[src/rtl/unpool_upsample_1_pkg.sv]
// Shared definitions for the 2x nearest-neighbour unpool/upsample block.
//   DATA_BIT        per-channel sample width
//   HALF_WIDTH      pooled frame width (input samples per row)
//   HALF_HEIGHT     pooled frame height (input rows per frame)
//   HALF_WIDTH_BIT  input column counter width
//   state_e         control FSM encoding
package cnn_pkg;

  localparam int DATA_BIT       = 12;
  localparam int HALF_WIDTH     = 12;
  localparam int HALF_HEIGHT    = 12;
  localparam int HALF_WIDTH_BIT = 4;

  // Output column runs over 2*HALF_WIDTH positions, so one extra bit.
  localparam int OUT_COL_BIT    = HALF_WIDTH_BIT + 1;
  localparam int ROW_CNT_BIT    = $clog2(HALF_HEIGHT);
  // Three channels are stored side by side in one buffer word.
  localparam int PIX_BIT        = 3 * DATA_BIT;

  typedef enum logic [1:0] {
    LOAD   = 2'd0,
    EMIT_A = 2'd1,
    EMIT_B = 2'd2
  } state_e;

endpackage

[src/rtl/unpool_upsample_1_if.sv]
// Stream interface of the upsampler.
//   valid_in/ready_in/data_in_1..3     upstream pooled samples
//   valid_out/ready_out/data_out_1..3  downstream upsampled samples
//   frame_done                         one-cycle end-of-frame pulse
// master: the environment (source + sink); slave: the upsampler.
interface unpool_upsample_1_if;
  import cnn_pkg::*;

  logic                valid_in;
  logic                ready_in;
  logic [DATA_BIT-1:0] data_in_1;
  logic [DATA_BIT-1:0] data_in_2;
  logic [DATA_BIT-1:0] data_in_3;
  logic                valid_out;
  logic                ready_out;
  logic [DATA_BIT-1:0] data_out_1;
  logic [DATA_BIT-1:0] data_out_2;
  logic [DATA_BIT-1:0] data_out_3;
  logic                frame_done;

  modport master (
    output valid_in, data_in_1, data_in_2, data_in_3, ready_out,
    input  ready_in, valid_out, data_out_1, data_out_2, data_out_3, frame_done
  );

  modport slave (
    input  valid_in, data_in_1, data_in_2, data_in_3, ready_out,
    output ready_in, valid_out, data_out_1, data_out_2, data_out_3, frame_done
  );

endinterface

[src/rtl/unpool_upsample_1_line_buf.sv]
// Row buffer holding one pooled row (all three channels per word).
//   clk    write clock
//   we     write enable
//   waddr  write column
//   wdata  packed {ch3, ch2, ch1} sample
//   raddr  read column (asynchronous read)
//   rdata  packed sample at raddr
// Contents are deliberately not reset.
module upsample_line_buf #(
  parameter int DEPTH    = 12,
  parameter int WIDTH    = 36,
  parameter int ADDR_BIT = 4
) (
  input  logic                clk,
  input  logic                we,
  input  logic [ADDR_BIT-1:0] waddr,
  input  logic [WIDTH-1:0]    wdata,
  input  logic [ADDR_BIT-1:0] raddr,
  output logic [WIDTH-1:0]    rdata
);

  logic [WIDTH-1:0] mem_q [DEPTH];

  always_ff @(posedge clk) begin
    if (we) begin
      mem_q[waddr] <= wdata;
    end
  end

  assign rdata = mem_q[raddr];

endmodule

[src/rtl/unpool_upsample_1.sv]
// 2x nearest-neighbour upsampler. Buffers one pooled row in LOAD, then
// replays it twice (EMIT_A, EMIT_B), each output column k carrying
// buffer[k>>1], giving a 2*HALF_WIDTH x 2*HALF_HEIGHT raster stream.
//   clk    rising-edge clock
//   rst_n  synchronous active-low reset
//   bus    stream interface (slave view), see unpool_upsample_1_if
module unpool_upsample_1
  import cnn_pkg::*;
(
  input  logic                clk,
  input  logic                rst_n,
  unpool_upsample_1_if.slave  bus
);

  localparam logic [HALF_WIDTH_BIT-1:0] COL_IN_LAST  = HALF_WIDTH_BIT'(HALF_WIDTH - 1);
  localparam logic [OUT_COL_BIT-1:0]    OUT_COL_LAST = OUT_COL_BIT'(2 * HALF_WIDTH - 1);
  localparam logic [ROW_CNT_BIT-1:0]    ROW_LAST     = ROW_CNT_BIT'(HALF_HEIGHT - 1);

  state_e                    state_q, state_d;
  logic [HALF_WIDTH_BIT-1:0] col_in_q, col_in_d;
  logic [OUT_COL_BIT-1:0]    out_col_q, out_col_d;
  logic [ROW_CNT_BIT-1:0]    row_cnt_q, row_cnt_d;
  logic                      valid_out_q, valid_out_d;
  logic                      frame_done_q, frame_done_d;
  logic [PIX_BIT-1:0]        data_out_q, data_out_d;

  logic                      in_xfer;
  logic                      out_xfer;
  logic                      load_out;
  logic                      buf_we;
  logic [HALF_WIDTH_BIT-1:0] rd_addr;
  logic [PIX_BIT-1:0]        rd_data;
  logic [PIX_BIT-1:0]        wr_data;

  assign in_xfer  = (state_q == LOAD) && bus.valid_in;
  assign out_xfer = valid_out_q && bus.ready_out;
  assign wr_data  = {bus.data_in_3, bus.data_in_2, bus.data_in_1};

  upsample_line_buf #(
    .DEPTH    (HALF_WIDTH),
    .WIDTH    (PIX_BIT),
    .ADDR_BIT (HALF_WIDTH_BIT)
  ) u_line_buf (
    .clk   (clk),
    .we    (buf_we),
    .waddr (col_in_q),
    .wdata (wr_data),
    .raddr (rd_addr),
    .rdata (rd_data)
  );

  always_comb begin
    state_d      = state_q;
    col_in_d     = col_in_q;
    out_col_d    = out_col_q;
    row_cnt_d    = row_cnt_q;
    valid_out_d  = valid_out_q;
    frame_done_d = 1'b0;
    buf_we       = 1'b0;
    load_out     = 1'b0;
    case (state_q)
      LOAD: begin
        if (in_xfer) begin
          buf_we = 1'b1;
          if (col_in_q == COL_IN_LAST) begin
            // The last column is written on this edge; column 0 (already
            // stored) is presented at the same time, so valid follows
            // the final input by one cycle.
            col_in_d    = '0;
            state_d     = EMIT_A;
            valid_out_d = 1'b1;
            load_out    = 1'b1;
          end else begin
            col_in_d = col_in_q + 1'b1;
          end
        end
      end
      EMIT_A, EMIT_B: begin
        if (out_xfer) begin
          if (out_col_q == OUT_COL_LAST) begin
            out_col_d = '0;
            if (state_q == EMIT_A) begin
              state_d  = EMIT_B;
              load_out = 1'b1;
            end else begin
              state_d     = LOAD;
              valid_out_d = 1'b0;
              if (row_cnt_q == ROW_LAST) begin
                row_cnt_d    = '0;
                frame_done_d = 1'b1;
              end else begin
                row_cnt_d = row_cnt_q + 1'b1;
              end
            end
          end else begin
            out_col_d = out_col_q + 1'b1;
            load_out  = 1'b1;
          end
        end
      end
      default: begin
        state_d     = LOAD;
        valid_out_d = 1'b0;
      end
    endcase
  end

  // Pre-fetch the sample for the next output column (nearest neighbour).
  assign rd_addr = out_col_d[OUT_COL_BIT-1:1];

  always_comb begin
    data_out_d = data_out_q;
    if (load_out) begin
      data_out_d = rd_data;
    end
  end

  always_ff @(posedge clk) begin
    if (!rst_n) begin
      state_q      <= LOAD;
      col_in_q     <= '0;
      out_col_q    <= '0;
      row_cnt_q    <= '0;
      valid_out_q  <= 1'b0;
      frame_done_q <= 1'b0;
      data_out_q   <= '0;
    end else begin
      state_q      <= state_d;
      col_in_q     <= col_in_d;
      out_col_q    <= out_col_d;
      row_cnt_q    <= row_cnt_d;
      valid_out_q  <= valid_out_d;
      frame_done_q <= frame_done_d;
      data_out_q   <= data_out_d;
    end
  end

  assign bus.ready_in   = (state_q == LOAD);
  assign bus.valid_out  = valid_out_q;
  assign bus.frame_done = frame_done_q;
  assign bus.data_out_1 = data_out_q[DATA_BIT-1:0];
  assign bus.data_out_2 = data_out_q[2*DATA_BIT-1:DATA_BIT];
  assign bus.data_out_3 = data_out_q[PIX_BIT-1:2*DATA_BIT];

endmodule

[src/flat_wrapper.sv]
// flat-port wrapper written by rule: the top's interface ports become plain ports
module unpool_upsample_1_flat import cnn_pkg::*;
  (clk, rst_n, bus_valid_in, bus_data_in_1, bus_data_in_2, bus_data_in_3, bus_ready_out, bus_ready_in, bus_valid_out, bus_data_out_1, bus_data_out_2, bus_data_out_3, bus_frame_done);
  unpool_upsample_1_if bus_i ();
  input  logic clk;
  input  logic rst_n;
  input wire logic [$bits(bus_i.valid_in)-1:0] bus_valid_in;
  input wire logic [$bits(bus_i.data_in_1)-1:0] bus_data_in_1;
  input wire logic [$bits(bus_i.data_in_2)-1:0] bus_data_in_2;
  input wire logic [$bits(bus_i.data_in_3)-1:0] bus_data_in_3;
  input wire logic [$bits(bus_i.ready_out)-1:0] bus_ready_out;
  output wire logic [$bits(bus_i.ready_in)-1:0] bus_ready_in;
  output wire logic [$bits(bus_i.valid_out)-1:0] bus_valid_out;
  output wire logic [$bits(bus_i.data_out_1)-1:0] bus_data_out_1;
  output wire logic [$bits(bus_i.data_out_2)-1:0] bus_data_out_2;
  output wire logic [$bits(bus_i.data_out_3)-1:0] bus_data_out_3;
  output wire logic [$bits(bus_i.frame_done)-1:0] bus_frame_done;
  assign bus_i.valid_in = bus_valid_in;
  assign bus_i.data_in_1 = bus_data_in_1;
  assign bus_i.data_in_2 = bus_data_in_2;
  assign bus_i.data_in_3 = bus_data_in_3;
  assign bus_i.ready_out = bus_ready_out;
  assign bus_ready_in = bus_i.ready_in;
  assign bus_valid_out = bus_i.valid_out;
  assign bus_data_out_1 = bus_i.data_out_1;
  assign bus_data_out_2 = bus_i.data_out_2;
  assign bus_data_out_3 = bus_i.data_out_3;
  assign bus_frame_done = bus_i.frame_done;
  unpool_upsample_1 u_core (.clk(clk), .rst_n(rst_n), .bus(bus_i));
endmodule
[config.mk]
export PLATFORM = sky130hd
export DESIGN_NAME = unpool_upsample_1_flat
export DESIGN_NICKNAME = d
export VERILOG_FILES = /design/src/rtl/unpool_upsample_1_pkg.sv /design/src/rtl/unpool_upsample_1_if.sv /design/src/rtl/unpool_upsample_1_line_buf.sv /design/src/rtl/unpool_upsample_1.sv /design/src/flat_wrapper.sv
export SDC_FILE = /design/constraint.sdc
export NUM_CORES = 1
export LEC_CHECK = 0
export CAP_MARGIN = 20
export CORE_MARGIN = 2
export CORE_UTILIZATION = 30
export DETAILED_ROUTE_END_ITERATION = 8
export HOLD_SLACK_MARGIN = 0.08
export SLEW_MARGIN = 10
export SYNTH_ARGS = -nofsm -noshare
export SYNTH_HDL_FRONTEND = slang
export SYNTH_SLANG_ARGS = --single-unit
[constraint.sdc]
create_clock -name clk -period 7 [get_ports clk]
set_input_delay 1.4 -clock clk [delete_from_list [all_inputs] [get_ports clk]]
set_output_delay 1.4 -clock clk [all_outputs]
set_load 0.02 [all_outputs]
# After elaboration in Yosys (flattened, before gate mapping)
# Memories as Yosys holds them, arrays and structs flattened. A register that Yosys moved wholly into a read port is not among the register bits.
# Cells that the tools add are included.
# totals
n_memories	1
reg_bits	17
inputBits	40
mem_bits_rw	432
wordCells	65
output_inout_bits	39
# mem_list
name	depth	width	rd	rd_clocked_by_memory_dff	write_ports	line_no	rtl
u_core.u_line_buf.mem_q	12	36	1	1	1	unpool_upsample_1_line_buf.sv:22	logic [WIDTH-1:0] mem_q [DEPTH];
# op_classes
add_sub_neg	3
muxes	28
n_eq_ne	10
reduce_logical	11
bitwise	5
# ops
op	n
$mux W1	15
$mux W5	3
$mux W2	5
$add A4 B1 Y4 const B	2
$eq A4 B4 Y1 const B	2
$mux W4	2
$ne A2 B1 Y1 const B	4
$reduce_and A4 Y1	2
$add A5 B1 Y5 const B	1
$eq A5 B5 Y1 const B	1
$not A1 Y1	5
$reduce_and A5 Y1	1
$reduce_or A5 Y1	1
$pmux W1 S2	2
$pmux W2 S2	1
$reduce_and A2 Y1	2
$eq A2 B1 Y1 const B	1
$eq A2 B2 Y1 const B	1
$logic_and A1 B1 Y1	2
$logic_not A2 Y1	1
$ne A2 B2 Y1 const B	1
$reduce_or A2 Y1	1
$logic_not A1 Y1	1

# Depth between registers and ports, before layout
# Gate-level depths: netlist of the first run.
# logic_depth
word_depth	6
ltp_mapped	11
depth_no_buf	8

# By module
# Synthesis of the first run repeated with hierarchy kept, for this count alone.
# hier_totals
hier_cells	965
area_unflattened_um2	18893.1
# by_module_without_submodules
module	instances	cells_per_inst	area_each_um2
upsample_line_buf	1	708	16540.9
unpool_upsample_1	1	257	2352.3

# Worst setup path after synthesis of the first run
# OpenSTA, ideal clock, no wires.
# synth_timing
path_type	in2reg
start	in bus_valid_in
end	mem u_core.u_line_buf.mem_q[0][0], enable pin
arrival_ns	4.124
path_stages	3
setup_ns	0.474
setup_slack_ns	2.402
cell_sequence	and2b_1 > nand2_1 > nor3_1
# synth_between
elab_chain_cells	5
# synth_rtl
element	line_no	rtl
from (decl)	flat_wrapper.sv:7	input wire logic [$bits(bus_i.valid_in)-1:0] bus_valid_in;
$logic_and A1 B1 Y1	unpool_upsample_1.sv:35	assign in_xfer = (state_q == LOAD) && bus.valid_in;
$mux W1	unpool_upsample_1.sv:63	if (in_xfer) begin
$mux W1	unpool_upsample_1.sv:61	case (state_q)
$mux W1	unpool_upsample_1_line_buf.sv:25	if (we) begin
$mux W1 (not written as such)	unpool_upsample_1_line_buf.sv:26	mem_q[waddr] <= wdata;
to (decl)	unpool_upsample_1_line_buf.sv:22	
# Every way passes these cells.

# Final worst setup path of the first run
# layout_timing
start	in bus_ready_out
end	reg u_core.data_out_q[5], read port of u_core.u_line_buf.mem_q
# layout_between
elab_chain_cells	3
# layout_rtl
element	line_no	rtl
from (decl)	flat_wrapper.sv:11	input wire logic [$bits(bus_i.ready_out)-1:0] bus_ready_out;
$logic_and A1 B1 Y1 (*)	unpool_upsample_1.sv:36	assign out_xfer = valid_out_q && bus.ready_out;
$mux W1 or $mux W5 (tied branches)	unpool_upsample_1.sv:79	if (out_xfer) begin
$pmux W1 S2 or $mux W5 (tied branches)	unpool_upsample_1.sv:61	
to (decl)	unpool_upsample_1.sv:25	logic [PIX_BIT-1:0] data_out_q, data_out_d;
# Mark *: on every way between the ends. The rest lies on a longest branch, timed or not.
# A chain may end at the register's enable or synchronous reset.

==> results of run 1 <==
-- layout make-up --
cell class              instances  area, um^2
fillers                      5591       38800
flip-flops and latches        485       14000
multi-input cells             352        3970
clock buffers                  74        1310
well taps                     782         978
repair buffers                 95         937
clock inverters                10        82.6
inverters                       7        26.3
-- routing by layer --
layer	GRT usage, %	wire length [um]	share of wire (%)	up-vias
met4	3.20	735	1.9	4
met1	16.3	17000	44	4588
met3	2.68	1790	4.7	47
met2	20.5	18800	49	183
met5	0	23	0.060	-
li1	-	-	-	3874
-- worst min-delay path: stages, from the launching register on --
cell     delay, ns
dfxtp_1       0.32
nand2_1       0.06
a21oi_1       0.05
-- synthesized netlist by cell type (2+ instances only) --
master     instances
edfxtp_1         432
mux4_2           102
a22oi_1           68
nand2_1           54
dfxtp_1           53
buf_2             24
nor2_1            18
a21oi_1           12
ha_1              11
nor3_1            11
nand3_1           10
and3_1             9
buf_4              8
clkbuf_1           8
o21ai_0            8
a31oi_1            7
inv_1              7
and2_1             5
a32o_1             4
mux2i_1            4
nand4_1            4
buf_6              3
and2b_1            2
o2111ai_1          2
-- final timing paths --
path / slack [ns] / endpoint / cells past startpoint
hold reg to reg: 0.48 / u_core.row_cnt_q[1] / 2
hold / removal: 0.48 / u_core.row_cnt_q[1] / 2
setup reg to reg: 3.76 / u_core.data_out_q[5] / 8
setup / recovery: 3.26 / u_core.data_out_q[5] / 7
-- registers in the layout, summed over array words and instances (netlist names) --
| signal | flops |
|---|---|
| u_core.out_col_q | 5 |
| u_core.data_out_q | 36 |
| u_core.col_in_q | 4 |
| u_core.u_line_buf.mem_q | 432 |
| u_core.row_cnt_q | 4 |
| u_core.state_q | 2 |
| u_core.bus.frame_done | 1 |
| u_core.bus.valid_out | 1 |
-- cells in the final DEF (no fill, tap or decap), types with 8 or more instances in the layout --
master           count
a21oi_1             12
a22oi_1             68
and3_1               8
buf_4               14
clkbuf_1            24
clkbuf_16           47
clkdlybuf4s50_1     78
dfxtp_1             53
edfxtp_1           432
ha_1                11
mux4_2             102
nand2_1             54
nand3_1             10
nor2_1              14
o21ai_0              8
-- where the power goes --
| group | leakage, nW | total (mW) | switching, mW | internal, mW |
|---|---|---|---|---|
| Combinational | 1.80 | 0.123 | 0.0788 | 0.0440 |
| Sequential | 4.34 | 3.20 | 0.00887 | 3.19 |
| Clock | 0.671 | 2.32 | 1.00 | 1.32 |
-- cells by family after synthesis --
group / after synthesis / share of synthesized area [%]
flip-flops: 485 / 77.1
AND/OR/NAND/NOR: 123 / 3.22
multiplexers: 108 / 13.0
AO/OA/AOI/OAI: 107 / 4.22
buffers and inverters: 50 / 1.49
adder cells (fa/ha/maj): 11 / 0.757
XOR/XNOR: 3 / 0.186
-- through the flow --
stage / util (%) / cells
2_1_floorplan: - / 887
3_3_place_gp: 33.2 / 1720
3_5_place_dp: 33.2 / 1721
4_1_cts: 35.5 / 1805
5_1_grt: 35.5 / 1805
6_report: 35.5 / 1805
==> impl_metrics.prom, run 1 <==
# TYPE chip_impl_metric gauge
chip_impl_metric{name="postSynthRegisterBits",unit=""} 485
chip_impl_info{name="cts_tree",value="yes"} 1
chip_impl_metric{name="synth_enable_flop_cells",unit=""} 432
chip_impl_metric{name="timing.final.crit_period",unit="ns"} 3.74
chip_impl_metric{name="maximum_number_of_pins_on_one_net_before_global_route_repair",unit=""} 117
chip_impl_metric{name="cts_num_sinks",unit=""} 485
chip_impl_metric{name="total_leakage_power",unit="nW"} 6.81
chip_impl_metric{name="worst_slew_margin_rel",unit="%"} 27.9
chip_impl_metric{name="vias_per_cell",unit=""} 4.82
chip_impl_metric{name="via_count",unit=""} 8696
chip_impl_info{name="grt_setup_unrepaired",value="no"} 1
chip_impl_metric{name="worst_hold_slack",unit="ns"} 0.479
chip_impl_metric{name="worst_path_largest_cell_delay",unit="ns"} 0.63
chip_impl_metric{name="die_h",unit="um"} 250
chip_impl_metric{name="cts.path.max_buffers",unit=""} 3
chip_impl_info{name="worstSetupStartpointType",value="input pin"} 1
chip_impl_metric{name="grt_first_pass_wirelength",unit="um"} 58200
chip_impl_metric{name="grtUsageTotal",unit="%"} 12.3
chip_impl_info{name="synth_flop_cell",value="edfxtp_1"} 1
chip_impl_metric{name="fin_skew",unit="ns"} 0.0151
chip_impl_metric{name="sequential_cell_area_fraction_in_the_yosys_report",unit="%"} 77.1
chip_impl_metric{name="cp_data_arrival_time",unit="ns"} 4.18
chip_impl_metric{name="post-cts-setup-buffers",unit=""} 0
chip_impl_info{name="yosysTopAreaCell",value="edfxtp_1"} 1
chip_impl_metric{name="die-area",unit="um^2"} 62600
chip_impl_metric{name="antenna_found_initial",unit=""} 2
chip_impl_metric{name="synthesis.instances",unit=""} 887
chip_impl_metric{name="grt-ovfl-total",unit=""} 0
chip_impl_metric{name="insertedDiodeCount",unit=""} 0
chip_impl_metric{name="routed_wire_length_per_instance",unit="um"} 21.2
chip_impl_metric{name="tightestPinTransition",unit="ns"} 1.08
chip_impl_metric{name="placement.cell_area",unit="um^2"} 19900
chip_impl_info{name="critical_path.reg2reg.startpoint",value="u_core.state_q[0]"} 1
chip_impl_metric{name="layout_cells_sized_above_1",unit="%"} 19.6
chip_impl_info{name="critical_path.top_delay_family",value="buffers and inverters"} 1
chip_impl_metric{name="netlist_area",unit="um^2"} 18200
chip_impl_info{name="cts.root.buffer_cell",value="clkbuf_16"} 1
chip_impl_metric{name="setup_violations",unit=""} 0
chip_impl_info{name="startpoint",value="bus_ready_out"} 1
chip_impl_metric{name="worstPathMaxFanout",unit=""} 115
chip_impl_metric{name="max-cap-violations",unit=""} 0
chip_impl_metric{name="portBuffers",unit=""} 78
chip_impl_metric{name="h-tree-depth",unit=""} 2
chip_impl_metric{name="post_cts_hold_fix_bufs",unit=""} 0
chip_impl_info{name="cp_slowest_cell",value="buf_12"} 1
chip_impl_metric{name="detail_route.first_pass.iterations",unit=""} 5
chip_impl_info{name="criticalPathCategory",value="input pin to register"} 1
chip_impl_metric{name="worst-endpoint-required",unit="ns"} 7.44
chip_impl_metric{name="coreArea",unit="um^2"} 60100
chip_impl_metric{name="fin_crit_sh",unit="%"} 53.4
chip_impl_metric{name="floorplan.initialDensity",unit="%"} 30.3
chip_impl_metric{name="synth-async-reset-ratio",unit="%"} 0
chip_impl_metric{name="setup-tns-final",unit="ns"} 0
chip_impl_metric{name="floorplan.rows",unit=""} 90
chip_impl_metric{name="cts_inserted_buffers",unit=""} 46
chip_impl_metric{name="final_antenna_net_count",unit=""} 0
chip_impl_info{name="status",value="completed"} 1
chip_impl_metric{name="area_growth",unit="%"} 17.3
chip_impl_info{name="ys_top_cells_by_area",value="edfxtp_1, mux4_2, dfxtp_1"} 1
chip_impl_info{name="hp-start",value="u_core.row_cnt_q[1]"} 1
chip_impl_metric{name="first_global_vias",unit=""} 9179
chip_impl_metric{name="routed_wirelength",unit="um"} 38300
chip_impl_metric{name="synth.net_count",unit=""} 938
chip_impl_metric{name="postLayoutSetupSlackWorst",unit="ns"} 3.26
chip_impl_info{name="hp-class",value="register to register"} 1
chip_impl_info{name="crit_path_end_kind",value="register"} 1
chip_impl_metric{name="dpl.hpwl",unit="um"} 20100
chip_impl_metric{name="report.final.slew_viol_count",unit=""} 0
chip_impl_metric{name="clkLatencyLatePin",unit="ns"} 0.56
chip_impl_metric{name="drcViolationCount",unit=""} 0
chip_impl_metric{name="hold_viol_final",unit=""} 0
chip_impl_metric{name="cts_resized",unit=""} 0
chip_impl_metric{name="max_clock_freq",unit="GHz"} 0.267
chip_impl_metric{name="post_synth_num_cell_types",unit=""} 45
chip_impl_metric{name="boundaryPins",unit=""} 79
chip_impl_metric{name="num-nets-final",unit=""} 1038
chip_impl_metric{name="synth.yosys.warnings",unit=""} 0
chip_impl_metric{name="synth_top_cell_area_share",unit="%"} 71.3
chip_impl_metric{name="synth.avg_cell_area",unit="um^2"} 20.5
chip_impl_metric{name="rd_place_congestion",unit=""} 0.660
chip_impl_metric{name="timing.critical_path.buf_inv",unit=""} 2
chip_impl_metric{name="final_cell_area_excluding_filler_cells",unit="um^2"} 21300
chip_impl_metric{name="pwr_density_cell",unit="nW/um^2"} 264
chip_impl_info{name="path_cells",value="clkdlybuf4s50_1 > nand3_2 > mux2i_4 > buf_12 > mux4_2 > a22oi_1 > nand2_1"} 1
chip_impl_metric{name="ir_drop",unit="mV"} 0.159
chip_impl_metric{name="drtIter0Drc",unit=""} 580
chip_impl_metric{name="clock_slew_at_reported_path_ffs",unit="ns"} 0.06
chip_impl_metric{name="pre_cts_slack",unit="ns"} 2.64
chip_impl_metric{name="total_power",unit="mW"} 5.64
chip_impl_metric{name="die_w",unit="um"} 250
Power figures use the tool's default switching activity.
==> inputs of run 2 (changes only) <==
==> constraint.sdc (replaced) <==
create_clock -name clk -period 3.6 [get_ports clk]
set_input_delay 0.72 -clock clk [delete_from_list [all_inputs] [get_ports clk]]
set_output_delay 0.72 -clock clk [all_outputs]
set_load 0.02 [all_outputs]
==> run 2 against run 1 <==
Count of clock-buffer cells in the layout is 16 lower. Utilization is 1.2 points higher. Clock power is 130% higher. Non-clock buffer count is 24 higher. Cell count is 1.6% higher. Largest cell class unchanged. Largest power group unchanged.
==> impl_metrics.prom, run 2 (same netlist as run 1, synthesis figures left out) <==
# TYPE chip_impl_metric gauge
chip_impl_metric{name="setup_violations",unit=""} 0
chip_impl_info{name="regToRegEndpoint",value="u_core.data_out_q[5]"} 1
chip_impl_metric{name="drtIter0Drc",unit=""} 772
chip_impl_metric{name="max-cap-violations",unit=""} 0
chip_impl_info{name="crit_path_end_kind",value="output pin"} 1
chip_impl_metric{name="routed_wire_length_per_instance",unit="um"} 21.9
chip_impl_metric{name="pwr_density_cell",unit="nW/um^2"} 533
chip_impl_metric{name="layout_cells_sized_above_1",unit="%"} 22.6
chip_impl_metric{name="max_clock_freq",unit="GHz"} 0.352
chip_impl_metric{name="total_power",unit="mW"} 11.8
chip_impl_metric{name="numPlacedInstances",unit=""} 1745
chip_impl_metric{name="power.internal",unit="mW"} 9.51
chip_impl_info{name="final_cell_mix",value="edfxtp_1, mux4_2, clkdlybuf4s50_1, a22oi_1, nand2_1"} 1
chip_impl_metric{name="via_count",unit=""} 8925
chip_impl_metric{name="hold_viol_final",unit=""} 0
chip_impl_metric{name="portBuffers",unit=""} 78
chip_impl_metric{name="floorplan.rows",unit=""} 90
chip_impl_metric{name="die_w",unit="um"} 250
chip_impl_metric{name="worstPathMaxFanout",unit=""} 10
chip_impl_metric{name="drcViolationCount",unit=""} 0
chip_impl_metric{name="num-nets-final",unit=""} 1064
chip_impl_info{name="hp-start",value="u_core.row_cnt_q[1]"} 1
chip_impl_metric{name="cts_inserted_buffers",unit=""} 48
chip_impl_metric{name="fin_skew",unit="ns"} 0.0118
chip_impl_info{name="reg.largest.list",value="u_core.u_line_buf.mem_q (432), u_core.data_out_q (36), u_core.out_col_q (5)"} 1
chip_impl_metric{name="final-instance-count-excl-fill",unit=""} 1834
chip_impl_metric{name="power.combinational.fraction",unit="%"} 2.2
chip_impl_info{name="grt_setup_unrepaired",value="no"} 1
chip_impl_metric{name="post-cts-setup-buffers",unit=""} 0
chip_impl_metric{name="vias_per_cell",unit=""} 4.87
chip_impl_info{name="criticalPathCategory",value="register to output pin"} 1
chip_impl_metric{name="placement.cell_area",unit="um^2"} 20400
chip_impl_metric{name="switching_share_of_power",unit="%"} 19.2
chip_impl_metric{name="final_cell_area_excluding_filler_cells",unit="um^2"} 22100
chip_impl_info{name="status",value="completed"} 1
chip_impl_metric{name="final_antenna_net_count",unit=""} 0
chip_impl_info{name="top_register",value="u_core.u_line_buf.mem_q"} 1
chip_impl_metric{name="cp_data_arrival_time",unit="ns"} 2.12
chip_impl_metric{name="tightestPinTransition",unit="ns"} 0.471
chip_impl_metric{name="grt-ovfl-total",unit=""} 0
chip_impl_info{name="layout.cells.most_common",value="edfxtp_1"} 1
chip_impl_metric{name="cts_num_sinks",unit=""} 485
chip_impl_metric{name="dpl.hpwl",unit="um"} 22000
chip_impl_metric{name="boundaryPins",unit=""} 79
chip_impl_metric{name="grtUsageTotal",unit="%"} 12.9
chip_impl_metric{name="clkLatencyLatePin",unit="ns"} 0.56
chip_impl_info{name="hp-class",value="register to register"} 1
chip_impl_metric{name="detail_route.first_pass.iterations",unit=""} 5
chip_impl_metric{name="r2r_setup_slk",unit="ns"} 0.85
chip_impl_metric{name="number_of_cells_on_the_worst_hold_path",unit=""} 2
chip_impl_metric{name="routed_wirelength",unit="um"} 40200
chip_impl_metric{name="die-area",unit="um^2"} 62600
chip_impl_metric{name="antenna_found_initial",unit=""} 3
chip_impl_info{name="worstSetupStartpointType",value="register"} 1
chip_impl_metric{name="report.final.slew_viol_count",unit=""} 0
chip_impl_metric{name="h-tree-depth",unit=""} 2
chip_impl_metric{name="ir_drop",unit="mV"} 0.370
chip_impl_metric{name="area_growth",unit="%"} 21.3
chip_impl_metric{name="worst-endpoint-required",unit="ns"} 2.88
chip_impl_info{name="cts_tree",value="yes"} 1
chip_impl_metric{name="floorplan.initialDensity",unit="%"} 30.3
chip_impl_metric{name="power_frac_seq",unit="%"} 52.9
chip_impl_metric{name="insertedDiodeCount",unit=""} 0
chip_impl_metric{name="first_global_vias",unit=""} 9388
chip_impl_metric{name="largest_register_ff_count",unit=""} 432
chip_impl_metric{name="post_cts_hold_fix_bufs",unit=""} 0
chip_impl_metric{name="clock_power_share",unit="%"} 44.9
chip_impl_metric{name="clock_slew_at_reported_path_ffs",unit="ns"} 0.06
chip_impl_metric{name="total_leakage_power",unit="nW"} 7.14
chip_impl_metric{name="reg2regPathDepth",unit=""} 9
chip_impl_metric{name="grt_first_pass_wirelength",unit="um"} 60300
chip_impl_metric{name="fin_crit_sh",unit="%"} 79.0
chip_impl_metric{name="maximum_number_of_pins_on_one_net_before_global_route_repair",unit=""} 37
chip_impl_metric{name="cts.path.max_buffers",unit=""} 3
chip_impl_info{name="cts.root.buffer_cell",value="clkbuf_16"} 1
chip_impl_metric{name="rd_place_congestion",unit=""} 0.709
chip_impl_metric{name="cts_resized",unit=""} 0
chip_impl_metric{name="timing.final.crit_period",unit="ns"} 2.84
chip_impl_info{name="hold_end",value="u_core.row_cnt_q[1]"} 1
chip_impl_metric{name="coreArea",unit="um^2"} 60100
chip_impl_metric{name="worst_slew_margin_rel",unit="%"} 68.5
chip_impl_info{name="critical_path.reg2reg.startpoint",value="u_core.state_q[0]"} 1
chip_impl_metric{name="power_switching",unit="mW"} 2.26
chip_impl_metric{name="die_h",unit="um"} 250
==> run 2: cell type report <==
type | count | area, um^2
clock buffer | 58 | 1290
clock inverter | 31 | 399
fill | 5508 | 38100
inverter | 7 | 26.3
multi-input combinational | 352 | 3980
sequential | 485 | 14000
tap | 782 | 978
timing repair buffer | 119 | 1360
==> run 2: power by group through the flow <==
| stage | logic, mW | registers (mW) | clock network [mW] |
|---|---|---|---|
| after floorplan | 0.0889 | 6.34 | 0 |
| after global placement | 0.253 | 6.34 | 0 |
| after detailed placement | 0.260 | 6.34 | 0 |
| after CTS | 0.260 | 6.22 | 5.40 |
| after global routing | 0.278 | 6.23 | 5.61 |
| final | 0.255 | 6.22 | 5.29 |
==> run 2: layer usage <==
metal  GRT usage, %  share of wire (%)  vias to the layer above
met3           2.85                5.6                       55
met2           22.0                 50                      235
met5              0               0.10                        -
met4           3.22                1.7                        6
li1               -                  -                     3941
met1           16.6                 42                     4688
==> run 2: critical path, stage by stage (launching register included) <==
cell             delay, ns
dfxtp_1               0.35
inv_1                 0.12
ha_1                  0.40
clkdlybuf4s50_1       0.69
==> run 2: through the flow <==
stage          TNS [ns]  util, %  setup WS [ns]  hold WS, ns
5_1_grt               0     36.7          0.620        0.501
3_3_place_gp          0     33.9          0.460        0.464
2_1_floorplan    -53.45        -         -0.495        0.449
6_report              0     36.7          0.756        0.477
4_1_cts               0     36.7          0.730        0.478
3_5_place_dp          0     33.9          0.443        0.468
==> run 2: worst max-delay path by stage <==
stage	from	to	slack, ns	cells past startpoint
after floorplan	u_core.state_q[0]	u_core.u_line_buf.mem_q[0][0]	-0.49	5
after global placement	bus_ready_out	u_core.data_out_q[4]	0.46	8
after detailed placement	bus_ready_out	u_core.data_out_q[5]	0.44	8
after CTS	u_core.state_q[1]	bus_ready_in	0.73	3
after global routing	u_core.state_q[0]	u_core.data_out_q[8]	0.62	9
final	u_core.state_q[1]	bus_ready_in	0.76	3
